[config.mk]
export PLATFORM = sky130hd
export DESIGN_NAME = jellyvl_etherneco_synctimer_scheduler
export DESIGN_NICKNAME = d
export VERILOG_FILES = /design/src/rtl/jellyvl_etherneco_synctimer_scheduler.sv
export SDC_FILE = /design/constraint.sdc
export NUM_CORES = 1
export LEC_CHECK = 0
export BUFFER_PORTS_ARGS = -buffer_cell sky130_fd_sc_hd__clkbuf_2
export CORE_MARGIN = 2
export CORE_UTILIZATION = 55
export DETAILED_ROUTE_END_ITERATION = 16
export PLACE_DENSITY = 0.82
export SKIP_CTS_REPAIR_TIMING = 1
export SLEW_MARGIN = 15
export SYNTH_ARGS = -nofsm -noshare
export SYNTH_HDL_FRONTEND = slang
export SYNTH_SLANG_ARGS = --single-unit
[constraint.sdc]
create_clock -name clk -period 5.39 [get_ports clk]
set_clock_uncertainty 0.15 [all_clocks]
set_input_delay 0.2695 -clock clk [delete_from_list [all_inputs] [get_ports clk]]
set_output_delay 0.2695 -clock clk [all_outputs]
set_load 0.05 [all_outputs]
[src/rtl/jellyvl_etherneco_synctimer_scheduler.sv]
// ---------------------------------------------------------------------------
// jellyvl_etherneco_synctimer_scheduler
//
// Issues periodic sync requests to the packet generator and measures the
// round-trip time of each request.
//
// Each period tick sends one request while the scheduler is idle. The
// scheduler then waits for the request to be transmitted. After that it waits
// for the returning packet, with a programmable limit on how long it waits.
// Good responses update the round-trip time. Errored or missing responses are
// counted as errors. Ticks that arrive while a transaction is still in flight
// are counted as overruns.
//
// Ports
//   reset          synchronous active-high reset
//   clk            sole clock, rising edge
//   enable         permits periodic sync issue
//   param_period   sync interval in cycles (values below 2 behave as 2)
//   param_timeout  response wait limit in cycles
//   current_time   running synctimer value
//   req_start      one-cycle command to send a sync request
//   req_time       current_time captured when the request was issued
//   tx_done        pulse: request packet fully transmitted
//   rx_end         pulse: returning packet ended
//   rx_error       qualifies rx_end as errored
//   busy           transaction in flight
//   rtt            round-trip time of the last good response
//   rtt_valid      one-cycle pulse when rtt updates
//   timeout        one-cycle pulse on response timeout
//   sync_count     good responses (saturating)
//   error_count    errored or timed-out transactions (saturating)
//   overrun_count  periods skipped because a transaction was in flight
// ---------------------------------------------------------------------------
module jellyvl_etherneco_synctimer_scheduler #(
  parameter int TIMER_WIDTH   = 64,
  parameter int PERIOD_WIDTH  = 32,
  parameter int TIMEOUT_WIDTH = 24,
  parameter int COUNT_WIDTH   = 16
) (
  input  logic                     reset,
  input  logic                     clk,
  input  logic                     enable,
  input  logic [PERIOD_WIDTH-1:0]  param_period,
  input  logic [TIMEOUT_WIDTH-1:0] param_timeout,
  input  logic [TIMER_WIDTH-1:0]   current_time,
  output logic                     req_start,
  output logic [TIMER_WIDTH-1:0]   req_time,
  input  logic                     tx_done,
  input  logic                     rx_end,
  input  logic                     rx_error,
  output logic                     busy,
  output logic [31:0]              rtt,
  output logic                     rtt_valid,
  output logic                     timeout,
  output logic [COUNT_WIDTH-1:0]   sync_count,
  output logic [COUNT_WIDTH-1:0]   error_count,
  output logic [COUNT_WIDTH-1:0]   overrun_count
);

  localparam logic [1:0] STATE_READY     = 2'd0;
  localparam logic [1:0] STATE_SEND      = 2'd1;
  localparam logic [1:0] STATE_WAIT_RESP = 2'd2;

  logic [1:0]               state;
  logic [PERIOD_WIDTH-1:0]  period_count;
  logic [PERIOD_WIDTH-1:0]  period_last;
  logic [TIMEOUT_WIDTH-1:0] timeout_count;
  logic                     tick;

  // The statistics counters stick at all-ones instead of wrapping.
  function automatic logic [COUNT_WIDTH-1:0] sat_inc(input logic [COUNT_WIDTH-1:0] value);
    return (value == {COUNT_WIDTH{1'b1}}) ? value : value + COUNT_WIDTH'(1);
  endfunction

  // The last counter value of a period. Periods shorter than 2 are stretched
  // to 2 so that the counter always has a distinct wrap point.
  always_comb begin
    period_last = param_period - PERIOD_WIDTH'(1);
    if (param_period < PERIOD_WIDTH'(2)) begin
      period_last = PERIOD_WIDTH'(1);
    end
  end

  assign tick = enable && (period_count == period_last);

  // Period counter. The counter can end up past the last value when
  // param_period shrinks. In that case it wraps back to 0 on the next cycle
  // without producing a tick.
  always_ff @(posedge clk) begin
    if (reset) begin
      period_count <= '0;
    end else if (!enable) begin
      period_count <= '0;
    end else if (period_count >= period_last) begin
      period_count <= '0;
    end else begin
      period_count <= period_count + PERIOD_WIDTH'(1);
    end
  end

  // Transaction sequencing and statistics. All pulses default low and are
  // raised only on the cycle that their event is decided. In WAIT_RESP,
  // rx_end is checked before the timeout limit, so a response that arrives
  // exactly at expiry still counts as good.
  always_ff @(posedge clk) begin
    if (reset) begin
      state         <= STATE_READY;
      timeout_count <= '0;
      req_start     <= 1'b0;
      req_time      <= '0;
      rtt           <= '0;
      rtt_valid     <= 1'b0;
      timeout       <= 1'b0;
      sync_count    <= '0;
      error_count   <= '0;
      overrun_count <= '0;
    end else begin
      req_start <= 1'b0;
      rtt_valid <= 1'b0;
      timeout   <= 1'b0;

      case (state)
        STATE_READY: begin
          if (tick) begin
            req_start <= 1'b1;
            req_time  <= current_time;
            state     <= STATE_SEND;
          end
        end

        STATE_SEND: begin
          if (tick) begin
            overrun_count <= sat_inc(overrun_count);
          end
          if (tx_done) begin
            timeout_count <= '0;
            state         <= STATE_WAIT_RESP;
          end
        end

        STATE_WAIT_RESP: begin
          if (tick) begin
            overrun_count <= sat_inc(overrun_count);
          end
          timeout_count <= timeout_count + TIMEOUT_WIDTH'(1);
          if (rx_end) begin
            if (!rx_error) begin
              rtt        <= current_time[31:0] - req_time[31:0];
              rtt_valid  <= 1'b1;
              sync_count <= sat_inc(sync_count);
            end else begin
              error_count <= sat_inc(error_count);
            end
            state <= STATE_READY;
          end else if (timeout_count == param_timeout) begin
            timeout     <= 1'b1;
            error_count <= sat_inc(error_count);
            state       <= STATE_READY;
          end
        end

        default: begin
          state <= STATE_READY;
        end
      endcase
    end
  end

  assign busy = (state == STATE_SEND) || (state == STATE_WAIT_RESP);

endmodule

==> flow_metrics.tcl <==
set metrics [dict create \
    worst-r2r-setup-slack_ns 2.15 \
    cts_root_buf "sky130_fd_sc_hd__clkbuf_16" \
    drt_drc_violations_left 0 \
    most_area_consuming_cells_after_synthesis "sky130_fd_sc_hd__dfxtp_1 (36%), sky130_fd_sc_hd__nand2_1 (9.0%), sky130_fd_sc_hd__xor2_1 (8.4%), sky130_fd_sc_hd__ha_1 (7.9%), sky130_fd_sc_hd__a21oi_1 (5.3%)" \
    hold_path_class "in -> reg" \
    grt_setup_unrepaired "no" \
    grt_util_all_layers_pct 27.3 \
    ant_nets 0 \
    clock_sinks 205 \
    outcome "finished, final reports clean" \
    drive_above_1_share_pct 18.6 \
    tightestPinTransition_ns 0.831 \
    path_common_cell "sky130_fd_sc_hd__nand2_1" \
    i_o_pin_count 274 \
    postRouteWirelength_um 33300 \
    global_route.overflow_total 0 \
    worst_path_dominant_cell_family "simple AND/OR/NAND/NOR gates" \
    timing.critical_path.to "req_time[35]" \
    timing.critical_path.slowest_cell_delay_ns 0.55 \
    gp_congestion 0.901 \
    syn-num-nets 1671 \
    power_per_cell_area_mw_per_mm2 233 \
    worstRegToRegCells 9 \
    max-vdd-ir-drop_mv 0.202 \
    nFillCells 1558 \
    timing.final.setup_violations 0 \
    final.min_clock_period_ns 4.68 \
    fp-row-count 52 \
    ctsLongestPathBuffers 3 \
    area_delta_synth_final_pct 25.5 \
    mappedNetlistArea_mm2 0.0115 \
    design.core.area_mm2 0.0204 \
    maximum_number_of_pins_on_one_net_before_global_route_repair 77 \
    synth-main-ff-cell "sky130_fd_sc_hd__dfxtp_1" \
    drt-vias-per-instance 5.59 \
    placement.cell_area_mm2 0.0131 \
    floorplan.initialDensity_pct 56.6 \
    synth.top_cell.area_share_pct 35.6 \
    intPower_mw 2.57 \
    power.share.combinational_pct 9.2 \
    p_sw_uw 802 \
    min_delay_path_depth 3 \
    switching_share_pct 23.8 \
    antenna_found_initial 1 \
    cts.reportedPaths.clkPinSlew_ns 0.06 \
    synth_edf_count 0 \
    numCtsBuffers 23 \
    synth_cell_types 64 \
    slew_headroom_pct 44.6 \
    synth.top_cells.by_count "sky130_fd_sc_hd__nand2_1 (275), sky130_fd_sc_hd__dfxtp_1 (205), sky130_fd_sc_hd__nor2_1 (160), sky130_fd_sc_hd__a21oi_1 (122), sky130_fd_sc_hd__xor2_1 (111)" \
    power.sequential.fraction_pct 45.0 \
    number_of_gates_on_the_worst_path_with_buffers_counted 18 \
    number_of_global_route_vias_before_repair 10800 \
    postSynthRegisterBits 205 \
    avgRoutedWirePerCell_um 16.1 \
    synth_area_leader_cell "sky130_fd_sc_hd__dfxtp_1" \
    placement.io_buffers 273 \
    critical_path_cell_sequence "clkbuf_2 -> or3_1 -> nor3_1 -> nor4b_2 -> and2_1 -> nand2_1 -> nor3_1 -> nand2_1 -> mux2_2 -> ha_1 -> nand4_2 -> nor4_4 -> nand3_2 -> nor4_4 -> and2_2 -> buf_12 -> nand2_1 -> a21oi_1" \
    timing.critical_path.to_type "flop" \
    max_freq_ghz 0.214 \
    die_width_um 149 \
    postSynthCellCount 1471 \
    via_count 11500 \
    clkPwrFrac_pct 45.8 \
    drv_slew 0 \
    post_synth.cell_area_avg_um2 7.83 \
    critical_path_peak_fanout 55 \
    drtPass1Iterations 5 \
    synth.yosys.warnings 0 \
    worst_ep_required_ns 5.67 \
    floorplan_die_height_um 149 \
    tritoncts "built" \
    finalHoldViolations 0 \
    setup-tns-final_ns 0 \
    cts-htree-levels 1 \
    synth_sequential_area_ratio_pct 35.6 \
    worstSkewPairLatency_ns 0.52 \
    leakage_nw 6.13 \
    final_min_period_over_clock_period_pct 86.9 \
    critical_path.slowest_cell "sky130_fd_sc_hd__nor4_4" \
    worstPathBufferInverterCount 2 \
    grt_pass1_wl_um 50500 \
    total_die_area_mm2 0.0221 \
    crit-reg2reg-capture "req_time[35]" \
    cap_violations 0 \
    worstSetupStartpointType "primary input" \
    worst_ep_arrival_time_ns 4.96 \
    synth-async-reset-ratio_pct 0 \
    r2r-start "period_count[25]" \
    first_iter_violations 522 \
    nNetsFinal 1981 \
    final_design_area_excluding_fillers_mm2 0.0145 \
    worstSetupPathType "in -> reg" \
    worstSetupStartpoint "param_period[8]" \
    hpwlAfterDp_um 22800 \
    post-synth-top-count-cell "sky130_fd_sc_hd__nand2_1" \
]
-- power groups by stage --
| stage | Combinational, mW | Sequential, mW | Clock, mW |
|---|---|---|---|
| floorplan | 0.163 | 1.55 | 0 |
| global placement | 0.258 | 1.55 | 0 |
| detailed placement | 0.262 | 1.55 | 0 |
| CTS | 0.266 | 1.52 | 1.56 |
| global route | 0.339 | 1.52 | 1.63 |
| finish | 0.311 | 1.52 | 1.54 |
-- worst min-delay path, delay by kind of cell --
family                 cells  cell delay (ns)
AO/OA/AOI/OAI              2             0.21
buffers and inverters      1             0.16
-- flip-flops by register name (all words and copies together), names as in the netlist, 2 cells and up --
signal,count
req_time,64
period_count,32
rtt,32
timeout_count,24
error_count,16
overrun_count,16
sync_count,16
state,2
-- layout by cell type (no fill, tap or decap), types with 23 or more instances in the layout --
master / synthesis / routed
sky130_fd_sc_hd__a21o_1: 26 / 26
sky130_fd_sc_hd__a21oi_1: 122 / 122
sky130_fd_sc_hd__clkbuf_16: 0 / 23
sky130_fd_sc_hd__clkbuf_2: 0 / 272
sky130_fd_sc_hd__dfxtp_1: 205 / 205
sky130_fd_sc_hd__dlygate4sd3_1: 0 / 65
sky130_fd_sc_hd__ha_1: 73 / 73
sky130_fd_sc_hd__inv_1: 56 / 56
sky130_fd_sc_hd__nand2_1: 275 / 274
sky130_fd_sc_hd__nand3_1: 55 / 55
sky130_fd_sc_hd__nand4_1: 39 / 39
sky130_fd_sc_hd__nor2_1: 160 / 160
sky130_fd_sc_hd__nor3_1: 27 / 27
sky130_fd_sc_hd__o21ai_0: 38 / 38
sky130_fd_sc_hd__xnor2_1: 53 / 53
sky130_fd_sc_hd__xor2_1: 111 / 111
-- worst min-delay path by stage --
stage,from,end,slack [ns]
3_3_place_gp,rtt[24],rtt[24],0.29
6_report,tx_done,state[1],0.02
2_1_floorplan,rx_end,timeout,0.20
4_1_cts,current_time[44],req_time[44],-0.19
5_1_grt,tx_done,state[1],0.01
3_5_place_dp,rtt[30],rtt[30],0.29
-- kinds of logic after synthesis --
logic type | after synthesis | synth area share, %
buffers and inverters | 116 | 3.88
muxes | 5 | 0.456
adders and majority gates | 74 | 8.10
and+or+nand+nor | 660 | 26.4
AOI/OAI and AO/OA | 247 | 13.1
DFF | 205 | 35.6
xor gates and xnor gates | 164 | 12.5
-- through the flow --
step	total power, mW	utilization [%]	worst slack, ns	std cells	hold slack (ns)
after floorplan	1.71	-	1.09	1471	0.199
after global placement	1.81	64.2	0.412	1961	0.285
after detailed placement	1.81	64.2	0.261	1961	0.293
after CTS	3.35	67.8	0.730	2001	-0.188
after global routing	3.48	71.0	0.253	2067	0.0118
final	3.37	71.0	0.708	2067	0.0175
-- layout make-up --
type	instances	area [µm²]	share of cell area (%)
Inverter	56	210	1.45
Antenna cell	1	2.50	0.0173
Clock inverter	6	61.3	0.424
Tap cell	270	338	2.34
Multi-Input combinational cell	1150	6980	48.3
Sequential cell	205	4100	28.4
Timing Repair Buffer	345	2080	14.4
Clock buffer	34	677	4.68
-- metal layers --
layer  vias to the layer above  global-route usage [%]  part of all wire (%)
met5                         -                       0                     0
met2                       404                    47.7                    49
met3                        77                    6.56                   7.6
met4                         0                    8.24                   2.8
met1                      5401                    33.2                    41
li1                       5665                       -                     -
(Power assumes the default switching activity.)
